==> src/rtl/i2c_read_reg.sv <==
// i2c_read_reg: single-byte I2C register reader.
// Drives a shared I2C master through START + write(reg_address) and then a
// repeated START + 1-byte read + STOP. Returns the byte on read_data with a
// one-cycle done pulse, or pulses message_failure on a missed ACK or timeout.
//
// Optional build macro: I2C_READ_REG_RETRY_EN. When defined, the first failure
// of a transaction re-runs it once from the bus-wait step. Only a second
// failure reports message_failure.
//
// Ports:
//   clk, reset          clock, synchronous active-high reset
//   start               one-cycle request, sampled only when idle
//   dev_address         7-bit target address, latched on accepted start
//   reg_address         register pointer, latched on accepted start
//   read_data           last byte read successfully
//   done                success pulse
//   message_failure     failure pulse
//   busy                high while a transaction is in progress
//   i2c_cmd_*           command stream to the I2C master
//   i2c_data_out*       write-data stream to the I2C master
//   i2c_data_in*        read-data stream from the I2C master
//   i2c_bus_busy, i2c_bus_control, i2c_missed_ack   master status
module i2c_read_reg #(
  parameter int unsigned TIMEOUT_CYCLES = 100000,
  parameter int unsigned TIMER_W        = 17
) (
  input  logic       clk,
  input  logic       reset,
  input  logic       start,
  input  logic [6:0] dev_address,
  input  logic [7:0] reg_address,
  output logic [7:0] read_data,
  output logic       done,
  output logic       message_failure,
  output logic       busy,
  output logic [6:0] i2c_cmd_address,
  output logic       i2c_cmd_start,
  output logic       i2c_cmd_read,
  output logic       i2c_cmd_write,
  output logic       i2c_cmd_stop,
  output logic       i2c_cmd_valid,
  input  logic       i2c_cmd_ready,
  output logic [7:0] i2c_data_out,
  output logic       i2c_data_out_valid,
  output logic       i2c_data_out_last,
  input  logic       i2c_data_out_ready,
  input  logic [7:0] i2c_data_in,
  input  logic       i2c_data_in_valid,
  input  logic       i2c_data_in_last,
  output logic       i2c_data_in_ready,
  input  logic       i2c_bus_busy,
  input  logic       i2c_bus_control,
  input  logic       i2c_missed_ack
);

  typedef enum logic [2:0] {
    S_IDLE, S_WAIT_BUS, S_CMD_WR, S_DATA_REG,
    S_CMD_RD, S_READ_DATA, S_WAIT_FREE, S_FAIL
  } state_t;

  state_t             state_q, state_d;
  logic [TIMER_W-1:0] timer_q, timer_d;
  logic [7:0]         read_data_q, read_data_d;
  logic [6:0]         cmd_addr_q, cmd_addr_d;
  logic [7:0]         data_out_q, data_out_d;
  logic               done_q, done_d;
  logic               fail_q, fail_d;
  logic               busy_q, busy_d;
  logic               cmd_start_q, cmd_start_d;
  logic               cmd_read_q, cmd_read_d;
  logic               cmd_write_q, cmd_write_d;
  logic               cmd_stop_q, cmd_stop_d;
  logic               cmd_valid_q, cmd_valid_d;
  logic               dout_valid_q, dout_valid_d;
  logic               din_ready_q, din_ready_d;
  logic               bus_free, timed_out, err;

`ifdef I2C_READ_REG_RETRY_EN
  logic               retry_q, retry_d;
`endif

  // Only one byte is ever requested, so the master's last flag carries no news.
  logic unused_data_in_last;
  assign unused_data_in_last = i2c_data_in_last;

  assign bus_free  = ~i2c_bus_busy & ~i2c_bus_control;
  assign timed_out = (timer_q == TIMER_W'(TIMEOUT_CYCLES - 1));

  always_comb begin
    state_d     = state_q;
    read_data_d = read_data_q;
    cmd_addr_d  = cmd_addr_q;
    data_out_d  = data_out_q;
    done_d      = 1'b0;
    err         = 1'b0;
`ifdef I2C_READ_REG_RETRY_EN
    retry_d     = retry_q;
`endif

    unique case (state_q)
      S_IDLE: begin
        if (start) begin
          // Output registers double as the latched addresses; payload stays stable.
          cmd_addr_d = dev_address;
          data_out_d = reg_address;
          state_d    = S_WAIT_BUS;
        end
      end
      S_WAIT_BUS:  if (bus_free) state_d = S_CMD_WR;
      S_CMD_WR:    if (i2c_cmd_ready) state_d = S_DATA_REG;
      S_DATA_REG:  if (i2c_data_out_ready) state_d = S_CMD_RD;
      S_CMD_RD:    if (i2c_cmd_ready) state_d = S_READ_DATA;
      S_READ_DATA: begin
        if (i2c_data_in_valid) begin
          read_data_d = i2c_data_in;
          state_d     = S_WAIT_FREE;
        end
      end
      S_WAIT_FREE: begin
        if (bus_free) begin
          done_d  = 1'b1;
          state_d = S_IDLE;
        end
      end
      S_FAIL:      state_d = S_IDLE;
      default:     state_d = S_IDLE;
    endcase

    // Failure overrides any handshake or capture decided above.
    if (state_q != S_IDLE && state_q != S_FAIL && (i2c_missed_ack || timed_out)) begin
      err         = 1'b1;
      done_d      = 1'b0;
      read_data_d = read_data_q;
`ifdef I2C_READ_REG_RETRY_EN
      if (!retry_q) begin
        retry_d = 1'b1;
        state_d = S_WAIT_BUS;
      end else begin
        state_d = S_FAIL;
      end
`else
      state_d = S_FAIL;
`endif
    end

`ifdef I2C_READ_REG_RETRY_EN
    if (state_q == S_IDLE) retry_d = 1'b0;
`endif

    // A retry can re-enter the state it failed in, so clear on err as well.
    if (state_d != state_q || err || state_q == S_IDLE || state_q == S_FAIL) begin
      timer_d = '0;
    end else begin
      timer_d = timer_q + TIMER_W'(1);
    end

    // Outputs are registered copies of what the next state calls for.
    fail_d       = (state_d == S_FAIL);
    busy_d       = (state_d != S_IDLE);
    cmd_start_d  = (state_d == S_CMD_WR) || (state_d == S_CMD_RD);
    cmd_write_d  = (state_d == S_CMD_WR);
    cmd_read_d   = (state_d == S_CMD_RD);
    cmd_stop_d   = (state_d == S_CMD_RD);
    cmd_valid_d  = (state_d == S_CMD_WR) || (state_d == S_CMD_RD);
    dout_valid_d = (state_d == S_DATA_REG);
    din_ready_d  = (state_d == S_READ_DATA);
  end

  always_ff @(posedge clk) begin
    if (reset) begin
      state_q      <= S_IDLE;
      timer_q      <= '0;
      read_data_q  <= '0;
      cmd_addr_q   <= '0;
      data_out_q   <= '0;
      done_q       <= 1'b0;
      fail_q       <= 1'b0;
      busy_q       <= 1'b0;
      cmd_start_q  <= 1'b0;
      cmd_read_q   <= 1'b0;
      cmd_write_q  <= 1'b0;
      cmd_stop_q   <= 1'b0;
      cmd_valid_q  <= 1'b0;
      dout_valid_q <= 1'b0;
      din_ready_q  <= 1'b0;
`ifdef I2C_READ_REG_RETRY_EN
      retry_q      <= 1'b0;
`endif
    end else begin
      state_q      <= state_d;
      timer_q      <= timer_d;
      read_data_q  <= read_data_d;
      cmd_addr_q   <= cmd_addr_d;
      data_out_q   <= data_out_d;
      done_q       <= done_d;
      fail_q       <= fail_d;
      busy_q       <= busy_d;
      cmd_start_q  <= cmd_start_d;
      cmd_read_q   <= cmd_read_d;
      cmd_write_q  <= cmd_write_d;
      cmd_stop_q   <= cmd_stop_d;
      cmd_valid_q  <= cmd_valid_d;
      dout_valid_q <= dout_valid_d;
      din_ready_q  <= din_ready_d;
`ifdef I2C_READ_REG_RETRY_EN
      retry_q      <= retry_d;
`endif
    end
  end

  assign read_data          = read_data_q;
  assign done               = done_q;
  assign message_failure    = fail_q;
  assign busy               = busy_q;
  assign i2c_cmd_address    = cmd_addr_q;
  assign i2c_cmd_start      = cmd_start_q;
  assign i2c_cmd_read       = cmd_read_q;
  assign i2c_cmd_write      = cmd_write_q;
  assign i2c_cmd_stop       = cmd_stop_q;
  assign i2c_cmd_valid      = cmd_valid_q;
  assign i2c_data_out       = data_out_q;
  assign i2c_data_out_valid = dout_valid_q;
  assign i2c_data_out_last  = dout_valid_q;
  assign i2c_data_in_ready  = din_ready_q;

endmodule

==> config.mk <==
export PLATFORM = sky130hd
export DESIGN_NAME = i2c_read_reg
export DESIGN_NICKNAME = d
export VERILOG_FILES = /design/src/rtl/i2c_read_reg.sv
export SDC_FILE = /design/constraint.sdc
export NUM_CORES = 1
export LEC_CHECK = 0
export ABC_AREA = 1
export CAP_MARGIN = 20
export CORE_UTILIZATION = 29
export CTS_BUF_LIST = sky130_fd_sc_hd__clkbuf_8
export CTS_CLUSTER_DIAMETER = 50
export DETAILED_ROUTE_END_ITERATION = 10
export PLACE_DENSITY = 0.51
export SLEW_MARGIN = 15
export SYNTH_ARGS = -nofsm -noshare
export SYNTH_HDL_FRONTEND = slang
export SYNTH_SLANG_ARGS = --single-unit
==> constraint.sdc <==
create_clock -name clk -period 2.1 [get_ports clk]
set_input_delay 0.21 -clock clk [delete_from_list [all_inputs] [get_ports clk]]
set_output_delay 0.21 -clock clk [all_outputs]
set_load 0.01 [all_outputs]
==> impl_metrics.tcl <==
set metrics [dict create \
    fin_nets 385 \
    grt_start_max_net_pins 19 \
    wl_mm 4.96 \
    syn_area_um2 2220 \
    start_util_pct 30.3 \
    cts_resized 0 \
    synth_most_common_cell "nor2_1" \
    slew_headroom_pct 68.0 \
    syn2layout_area_growth_pct 38.3 \
    syn_inst 282 \
    htreeDepth 2 \
    powerDensity_nw_per_um2 880 \
    avgSynthCellArea_um2 7.88 \
    crit_path_frequent_cell "nand2_1" \
    insertion_delay_ns 0.29 \
    drv_slew 0 \
    cts_setup_buffers 0 \
    crit_arrival_ns 2.09 \
    dpl-instance-area_um2 2990 \
    p_switching_uw 921 \
    std_cell_rows 31 \
    grt_overflow 0 \
    yosys_warnings 0 \
    critical_path_required_ns 2.33 \
    p_int_uw 1780 \
    yosysTopAreaCellShare_pct 46.0 \
    n_antenna_cell 0 \
    setup_slack_ns 0.235 \
    cts_hold_buf 0 \
    first_pass_iters 4 \
    ys_types 33 \
    ys_seq_area_share_pct 46.0 \
    setup_tns_ns 0 \
    max-cap-violations 0 \
    skew_ns 0.00558 \
    cp_slowest_stage_delay_ns 0.41 \
    dp_hpwl_mm 3.56 \
    path_class "reg -> reg" \
    async_flop_share_pct 0 \
    dr_total_vias 1931 \
    detail-route-antenna-nets 0 \
    layout-drive-gt1-share_pct 11.1 \
    seqPwrFrac_pct 43.8 \
    io_buffer_count 65 \
    leakage_uw 0.00117 \
    combinationalPowerShare_pct 36.6 \
    grt_pass1_wl_mm 8.00 \
    ys.flop_type "dfxtp_1" \
    grt_pass1_vias 1749 \
    fin_crit_sh_pct 88.8 \
    pre_cts_ws_ns 0.107 \
    synth_fp_nets 316 \
    core_area_um2 7330 \
    dieArea_um2 8010 \
    clk_pin_slew_ns 0.09 \
    clockBufferDepth 2 \
    drt-initial-drc-count 61 \
    drcViolationCount 0 \
    finalWeightedCongestion 0.885 \
    pin_count 67 \
    critPathSlowestCell "dfxtp_1" \
    synth_top_cell_by_area "dfxtp_1" \
    crit_buf_inv 1 \
    synth_area_leaders "dfxtp_1 (46%), nor2_1 (9.8%), nand2_1 (7.3%), nor2_4 (5.1%), nand3_1 (4.1%)" \
    peakVddDrop_mv 0.475 \
    synth_edf_count 0 \
    swShare_pct 34.1 \
    root_buffer "clkbuf_8" \
    worstHoldPathType "reg -> reg" \
    cpLargestDelayFamily "simple AND/OR/NAND/NOR gates" \
    track_usage_pct 12.9 \
    fmax_mhz 536 \
    die_w_um 89.5 \
    layout_min_cycle_time_ns 1.86 \
    crit_fanout 10 \
    final_area_um2 3070 \
    ys_top_cells_by_count "nor2_1 (58), dfxtp_1 (51), nand2_1 (43), inv_1 (20), nand3_1 (18)" \
    clock_sinks 51 \
    path_cells "ha_1 > nand3_1 > nor2_1 > nand2_1 > nand2_1 > nand2_4 > buf_4 > nand2_1 > nand2_1 > a21oi_1" \
    post_drt_wl_per_cell_um 11.0 \
    critPathLaunchType "flip-flop" \
    via_per_inst 4.28 \
    rsz0062_at_grt "false" \
    hold_viol_final 0 \
    dieHeight_um 89.5 \
    antenna_found_initial 0 \
    setup_viol 0 \
    clkPwrFrac_pct 19.5 \
    end_kind "flip-flop" \
    cts_buffers 5 \
    tritoncts "done" \
    tightest_slew_ns 0.480 \
    synth-seq-cells 51 \
    outcome "finished clean" \
]
## worst register-to-register path, cell delays in order, from the launching register on
cell and delay (ns):
dfxtp_1 0.41, ha_1 0.23, nand3_1 0.13, nor2_1 0.12, nand2_1 0.07, nand2_1 0.12, nand2_4 0.10, buf_4 0.18
nand2_1 0.22, nand2_1 0.08, a21oi_1 0.15
## cell type report
class,instances,area (um^2)
multi-input combinational,196,1040
tap,99,124
timing repair buffer,71,708
clock buffer,5,68.8
fill,743,4260
sequential,51,1020
inverter,26,97.6
clock inverter,3,12.5
## sequential cells by signal (all words and copies together), names as in the netlist
register,cells
i2c_cmd_stop,1
done,1
i2c_cmd_write,1
i2c_cmd_valid,1
busy,1
i2c_data_in_ready,1
i2c_data_out_last,1
timer_q,17
i2c_cmd_address,7
message_failure,1
read_data,8
i2c_data_out,8
state_q,3
## stage by stage
step / util (%) / total power (uW) / hold slack (ns) / instances
after detailed placement: 40.8 / 2190 / 0.454 / 443
after CTS: 41.9 / 2750 / 0.468 / 451
after global routing: 41.9 / 2890 / 0.483 / 451
final: 41.9 / 2700 / 0.467 / 451
after global placement: 40.8 / 2200 / 0.451 / 443
after floorplan: - / 1780 / 0.279 / 282
## worst paths after layout
check	from	to	slack, ns	depth (start not counted)
min	read_data[4]$_SDFFE_PP0P_	read_data[4]$_SDFFE_PP0P_	0.47	2
min reg2reg	read_data[4]$_SDFFE_PP0P_	read_data[4]$_SDFFE_PP0P_	0.47	2
max reg2reg	timer_q[0]$_SDFF_PP0_	read_data[2]$_SDFFE_PP0P_	0.24	10
max	timer_q[0]$_SDFF_PP0_	read_data[2]$_SDFFE_PP0P_	0.24	10
## power by group through the flow
stage               Sequential, uW  Combinational, uW  Clock, uW
CTS                           1190               1000        560
finish                        1180                990        528
detailed placement            1200                994          0
global placement              1200               1000          0
floorplan                     1250                531          0
global route                  1200               1090        601
## layer usage
metal  GRT usage [%]  wire, um
met3            4.52       362
met5               0         0
met2            20.0      2160
met1            17.2      2390
met4            3.03        38
## placed cells by master (no fill, tap or decap), drive strengths merged
| master | instances |
|---|---|
| o21ai | 18 |
| ha | 1 |
| nand3 | 20 |
| clkinv | 3 |
| clkbuf | 5 |
| a31oi | 1 |
| nor3 | 4 |
| dfxtp | 51 |
| nand2 | 47 |
| o21a | 1 |
| o22ai | 1 |
| nor2 | 72 |
| nand3b | 1 |
| inv | 26 |
| nand4 | 4 |
| a21oi | 11 |
| nor4 | 1 |
| xnor2 | 9 |
| xor2 | 5 |
| buf | 6 |
| clkdlybuf4s50 | 65 |
## kinds of logic (layout without fill, tap and decap cells)
group / Yosys count / count (layout) / share of synthesized area [%]
AO/OA/AOI/OAI: 32 / 32 / 7.66
adder cells (fa/ha/maj): 1 / 1 / 0.563
XOR/XNOR: 14 / 14 / 5.52
flip-flops: 51 / 51 / 46.0
AND/OR/NAND/NOR: 149 / 149 / 33.1
buffers and inverters: 35 / 105 / 7.21
Note: power is estimated with default switching activity, not from simulation.
